**config.mk**
```make
export PLATFORM = sky130hd
export DESIGN_NAME = sync_fifo_status
export DESIGN_NICKNAME = d
export VERILOG_FILES = /design/src/rtl/sync_fifo_status.sv
export SDC_FILE = /design/constraint.sdc
export NUM_CORES = 1
export LEC_CHECK = 0
export ABC_AREA = 1
export BUFFER_PORTS_ARGS = -buffer_cell sky130_fd_sc_hd__buf_2
export CORE_MARGIN = 1.5
export CORE_UTILIZATION = 56
export DETAILED_ROUTE_END_ITERATION = 10
export GPL_TIMING_DRIVEN = 1
export PLACE_DENSITY_LB_ADDON = 0.08
export SYNTH_ARGS = -nofsm -noshare
export SYNTH_HDL_FRONTEND = slang
export SYNTH_SLANG_ARGS = --single-unit
```
**constraint.sdc**
```tcl
create_clock -name clk -period 2.42 [get_ports clk]
set_input_delay 0.242 -clock clk [delete_from_list [all_inputs] [get_ports clk]]
set_output_delay 0.242 -clock clk [all_outputs]
set_load 0.01 [all_outputs]
```
**src/rtl/sync_fifo_status.sv**
```systemverilog
// sync_fifo_status: single-clock FIFO with occupancy count, thresholds, error pulses, flush and optional FWFT
module sync_fifo_status #(
   parameter int DATA_WIDTH = 8,
   parameter int DEPTH      = 32,
   parameter int AF_THRESH  = DEPTH - 4,
   parameter int AE_THRESH  = 4,
   parameter int FWFT       = 0
) (
   input  logic                       clk,
   input  logic                       rst_n,
   input  logic                       clear,
   input  logic                       w_en,
   input  logic                       r_en,
   input  logic [DATA_WIDTH-1:0]      data_in,
   output logic [DATA_WIDTH-1:0]      data_out,
   output logic                       full,
   output logic                       empty,
   output logic                       almost_full,
   output logic                       almost_empty,
   output logic [$clog2(DEPTH):0]     count,
   output logic                       overflow,
   output logic                       underflow
);
   localparam int AW = $clog2(DEPTH);
   localparam logic [AW:0] DEP = (AW+1)'(DEPTH);
   localparam logic [AW:0] AF  = (AW+1)'(AF_THRESH);
   localparam logic [AW:0] AE  = (AW+1)'(AE_THRESH);
   logic [DATA_WIDTH-1:0] mem [DEPTH];
   logic [DATA_WIDTH-1:0] head_n;
   logic [AW:0] wr_ptr, rd_ptr, wr_n, rd_n, cnt_n;
   logic wr_ok, rd_ok;
   // accept decisions, next pointers/count, and the word that will sit at the head after this edge
   always_comb begin
      rd_ok  = r_en && !empty;
      wr_ok  = w_en && (!full || rd_ok);
      wr_n   = wr_ptr + (AW+1)'(wr_ok);
      rd_n   = rd_ptr + (AW+1)'(rd_ok);
      cnt_n  = count + (AW+1)'(wr_ok) - (AW+1)'(rd_ok);
      head_n = (wr_ok && rd_n == wr_ptr) ? data_in : mem[rd_n[AW-1:0]];
   end
   // storage write; contents survive clear and reset
   always_ff @(posedge clk)
      if (rst_n && !clear && wr_ok) mem[wr_ptr[AW-1:0]] <= data_in;
   // pointers, occupancy, registered flags, error pulses and read data
   always_ff @(posedge clk or negedge rst_n)
      if (!rst_n) begin
         wr_ptr       <= '0;
         rd_ptr       <= '0;
         count        <= '0;
         full         <= 1'b0;
         empty        <= 1'b1;
         almost_full  <= 1'b0;
         almost_empty <= 1'b1;
         overflow     <= 1'b0;
         underflow    <= 1'b0;
         data_out     <= '0;
      end else if (clear) begin
         wr_ptr       <= '0;
         rd_ptr       <= '0;
         count        <= '0;
         full         <= 1'b0;
         empty        <= 1'b1;
         almost_full  <= 1'b0;
         almost_empty <= 1'b1;
         overflow     <= 1'b0;
         underflow    <= 1'b0;
         data_out     <= '0;
      end else begin
         wr_ptr       <= wr_n;
         rd_ptr       <= rd_n;
         count        <= cnt_n;
         full         <= cnt_n == DEP;
         empty        <= cnt_n == '0;
         almost_full  <= cnt_n >= AF;
         almost_empty <= cnt_n <= AE;
         overflow     <= w_en && full && !rd_ok;
         underflow    <= r_en && empty;
         if (FWFT != 0) begin
            if (cnt_n != '0) data_out <= head_n;
         end else if (rd_ok) data_out <= mem[rd_ptr[AW-1:0]];
      end
endmodule

```
Word-level counts from Yosys, hierarchy flattened
Memories as Yosys holds them, arrays and structs flattened.
Cells that the tools add are included.
Word-level totals
  input bits: 13
  RAM bits: 256
  register bits after elaboration: 32
  memory bits (read-only): 0
  memories kept: 1
  bits in latches: 0
  logic and storage cells: 45
Operators by class
  div/mod/pow operators: 0
  multiply operators: 0
  order comparisons: 2
  $add $sub $neg: 4
  reductions and logical operators: 14
  shift operators: 0
  eq/ne operators: 1
  bitwise logic cells: 0
  mux-type cells: 13
Memories
  mem: depth 32, width 8, rd ports 1, clocked after memory_dff 0, write ports 1, RTL line 28  | logic [DATA_WIDTH-1:0] mem [DEPTH];
Operator list (number)
  adder 6 x 1 -> 6 bit: 3
  2-to-1 mux 6 bit: 3
  2-to-1 mux 8 bit: 2
  2-to-1 mux 1 bit: 8
  logical AND 1 bit: 7
  == test 6 bit, second input constant: 1
  greater-or-equal comparator 6 x 5 -> 1 bit, second input constant: 1
  <= comparator 6 x 3 -> 1 bit, second input constant: 1
  logical NOT 6 bit: 1
  subtractor 6 x 1 -> 6 bit: 1
  logical NOT 1 bit: 4
  nonzero test 2 bit: 1
  logical OR 1 bit: 1

Depth between registers and ports, before layout
  depth after elaboration: 8
  mapped depth: 16
  depth with buffers taken out: 16

Worst setup path after synthesis
OpenSTA, ideal clock, no wires.
  path kind: reg-to-reg
  start: reg empty
  end: reg empty
  setup time: 73 ps
  required time: 2347 ps
  arrival: 2247 ps
  stages on the path, launching flop included: 14
  setup slack: 100 ps
  cell sequence: dfstp_2 > nor2_4 > nor2_1 > nor2_2 > inv_1 > ha_1 > inv_1 > ha_1 > fa_1 > nand3_1 > nand2_1 > xnor2_1 > nand3_1 > a21oi_1
On the way
  word-level cells in the longest chain between the ends: 8
Ends and longest elaborated chain
  start, declared: RTL line 17  | output logic empty,
  start signal, assigned: RTL line 51  | empty <= 1'b1;
  start signal, assigned: RTL line 62  | empty <= 1'b1;
  start signal, assigned: RTL line 73  | empty <= cnt_n == '0;
  logical NOT 1 bit *: RTL line 34  | rd_ok = r_en && !empty;
  logical AND 1 bit *: RTL line 34
  logical OR 1 bit: RTL line 35  | wr_ok = w_en && (!full || rd_ok);
  logical AND 1 bit: RTL line 35
  adder 6 x 1 -> 6 bit: RTL line 38  | cnt_n = count + (AW+1)'(wr_ok) - (AW+1)'(rd_ok);
  subtractor 6 x 1 -> 6 bit *: RTL line 38
  logical NOT 6 bit *: RTL line 73
  2-to-1 mux 1 bit *: RTL line 57  | end else if (clear) begin
Every way passes the cells marked *; elsewhere a longest branch is shown, timed or not.
A chain may end at the register's enable or synchronous reset.

Worst setup path in the final report
  start: in r_en
  end: reg empty
On the way
  word-level cells in the longest chain between the ends: 7
Ends and longest elaborated chain
  start, declared: RTL line 13  | input logic r_en,
  logical AND 1 bit *: RTL line 34
  logical OR 1 bit: RTL line 35
  logical AND 1 bit: RTL line 35
  adder 6 x 1 -> 6 bit: RTL line 38
  subtractor 6 x 1 -> 6 bit *: RTL line 38
  logical NOT 6 bit *: RTL line 73
  2-to-1 mux 1 bit *: RTL line 57
Marked as above.

==> flow_summary.json <==
{
  "fp.dieH_um": 149,
  "core_um2": 21000,
  "ir_drop_mv": 0.612,
  "muxShareOfSynthArea": 0,
  "p_seq_frac": 0.431,
  "grt_max_degree": 130,
  "tns_ns": 0,
  "post-place-cells": 1374,
  "firstDrtPassIters": 5,
  "drt_wl_total_um": 27500,
  "via_per_inst": 5.45,
  "worst_pin_slew_ns": 0.909,
  "seq_area_um2": 8450,
  "start_util": 0.570,
  "outcome": "finished, final reports clean",
  "dpl.hpwl_um": 16100,
  "synthAdderAreaFrac": 0.0121,
  "finalPower_uw": 13100,
  "synth-compound-area-share": 0.0235,
  "syn-num-nets": 1093,
  "fin_util": 0.652,
  "setup.worst_path.start_class": "input port",
  "ys_types": 31,
  "synth_simple_gate_area_frac": 0.218,
  "cts-root-buf": "clkbuf_16",
  "most-common-layout-cells": "400 x nand2_1, 256 x edfxtp_1, 143 x nand3_1",
  "yosysWarningCount": 0,
  "drtIter0Drc": 692,
  "clock_power_share": 0.359,
  "path_class": "in2reg",
  "grt_pass1_wl_um": 41700,
  "vias": 7822,
  "ys_seq_elements": 286,
  "overflow": 0,
  "arrival_ns": 2.81,
  "diodes": 0,
  "antenna_left": 0,
  "layout_commonest_cell": "nand2_1",
  "htree_levels": 1,
  "die_x_um": 149,
  "synth_area_um2": 12000,
  "portBuffers": 32,
  "antenna_found_initial": 0,
  "p_sw_frac": 0.288,
  "pwr-share-comb": 0.210,
  "wire_per_inst_um": 19.1,
  "async_reset_ff_frac": 0.105,
  "switchingPower_uw": 3770,
  "r2r_slack_ns": 0.10,
  "relSlewSlack": 0.389,
  "slew_viol_final": 0,
  "drc": 0,
  "finalHoldViolations": 0,
  "cts_tree": "built",
  "end_kind": "flip-flop",
  "grt_pass1_vias": 7341,
  "setup_viol": 0,
  "clkSinkCount": 286,
  "num_rows": 53,
  "finalCritPeriodShare": 0.966,
  "grt_util_all_layers": 0.251,
  "synthCells": 1069,
  "period_minus_slack_ns": 2.34,
  "p_per_area_nw_per_um2": 954,
  "yosysSeqAreaShare": 0.705,
  "synth_flop_cell": "edfxtp_1",
  "maxCapViolations": 0,
  "cts_buffer_depth": 3,
  "cp.required_ns": 2.89,
  "instances_no_fill": 1435,
  "clock_skew_ns": 0.00940,
  "fillCellCount": 1651,
  "syn_area_per_cell_um2": 11.2,
  "num_io_pins": 33,
  "synthXorXnorAreaFrac": 0.00219,
  "p_leak_uw": 0.00538,
  "cts_buffers": 30,
  "clock_latency_ns": 0.54,
  "whs_ns": 0.0666,
  "multi_input_area_um2": 3130,
  "nNetsFinal": 1160,
  "max_freq_mhz": 428,
  "area_growth_pct": 14.4,
  "synth_top_family_by_area": "simple AND/OR/NAND/NOR gates",
  "min_path_type": "in2reg",
  "path_max_fanout": 4,
  "routabilityCongestion": 0.825,
  "p_int_uw": 9300,
  "die_area_um2": 22300,
  "synth_edf_count": 256,
  "drive_gt1_frac": 0.134,
  "path_clk_slew_ns": 0.06
}
critical path, cell delays in order:
cell and delay (ns):
dlygate4sd3_1 0.59, inv_2 0.07, nor2_4 0.14, nor2_1 0.06
nor2_2 0.11, inv_1 0.07, ha_4 0.26, inv_2 0.04
ha_4 0.16, fa_2 0.40, nand3_2 0.09, nand2_2 0.07
xnor2_2 0.23, nand3_2 0.11, a21oi_1 0.16
cells in the mapped netlist (all sizes together), types with 5 or more instances:
cell    number  area share
nand2      402        0.13
edfxtp     256        0.64
nand3      145       0.061
nor2        65       0.022
a21oi       47       0.020
buf         43       0.026
inv         33       0.010
dfrtp       28       0.058
ha          10       0.010
nand3b      10      0.0063
clkbuf       9      0.0028
o21ai        5      0.0021
per-layer routing:
layer / wire length (µm) / global-route usage / up-vias
met5: 0 / 0 / -
met4: 437 / 0.0574 / 0
met3: 1740 / 0.0367 / 38
met2: 13100 / 0.404 / 242
met1: 12200 / 0.364 / 3751
li1: - / - / 3791
state kept, by name, summed over array words and instances (netlist names):
signal	flops
almost_empty	1
almost_full	1
count	6
data_out	8
empty	1
full	1
mem	256
overflow	1
rd_ptr	5
underflow	1
wr_ptr	5
path summary, 6_finish.rpt:
path	start	to	cells past startpoint
worst min register to register	data_out[2]	data_out[2]	2
worst max-delay path	r_en	empty	15
max in group asynchronous	rst_n	empty	3
worst max register to register	empty	empty	13
min in group asynchronous	rst_n	rd_ptr[4]	3
worst min-delay path	clear	count[3]	2
cell type report:
cell class / count / share of cell area
timing repair buffer: 87 / 0.0453
clock buffer: 43 / 0.0651
tap: 275 / 0.0251
clock inverter: 13 / 0.0106
inverter: 34 / 0.00940
multi-input combinational: 697 / 0.228
sequential: 286 / 0.616
logic make-up after synthesis:
family                     after synthesis
and+or+nand+nor                        628
buffers and inverters                   86
DFF                                    286
AOI/OAI and AO/OA                       55
xor gates and xnor gates                 3
adders and majority gates               11
power groups by stage:
stage	sequential, µW	clock (µW)	combinational [µW]
after CTS	5630	4760	2640
after floorplan	5750	0	1780
final	5630	4700	2740
after global routing	5650	4960	3040
after global placement	5730	0	2530
after detailed placement	5730	0	2580
through the flow:
step	instance area [µm²]	setup WS (ns)
floorplan	12000	0.100
global placement	12600	0.0690
detailed placement	12600	-0.0167
CTS	13600	0.0289
global route	13700	-0.0169
finish	13700	0.0815
what timing repair did:
action                                  CTS  global route
resized for setup                         1            10
setup buffers                             0             3
endpoints found under the hold margin    30             0
endpoints found under the setup margin    1             5
pin swaps                                 0             5
hold buffers                              3             0
No activity file was read; power rests on OpenSTA's default activity.
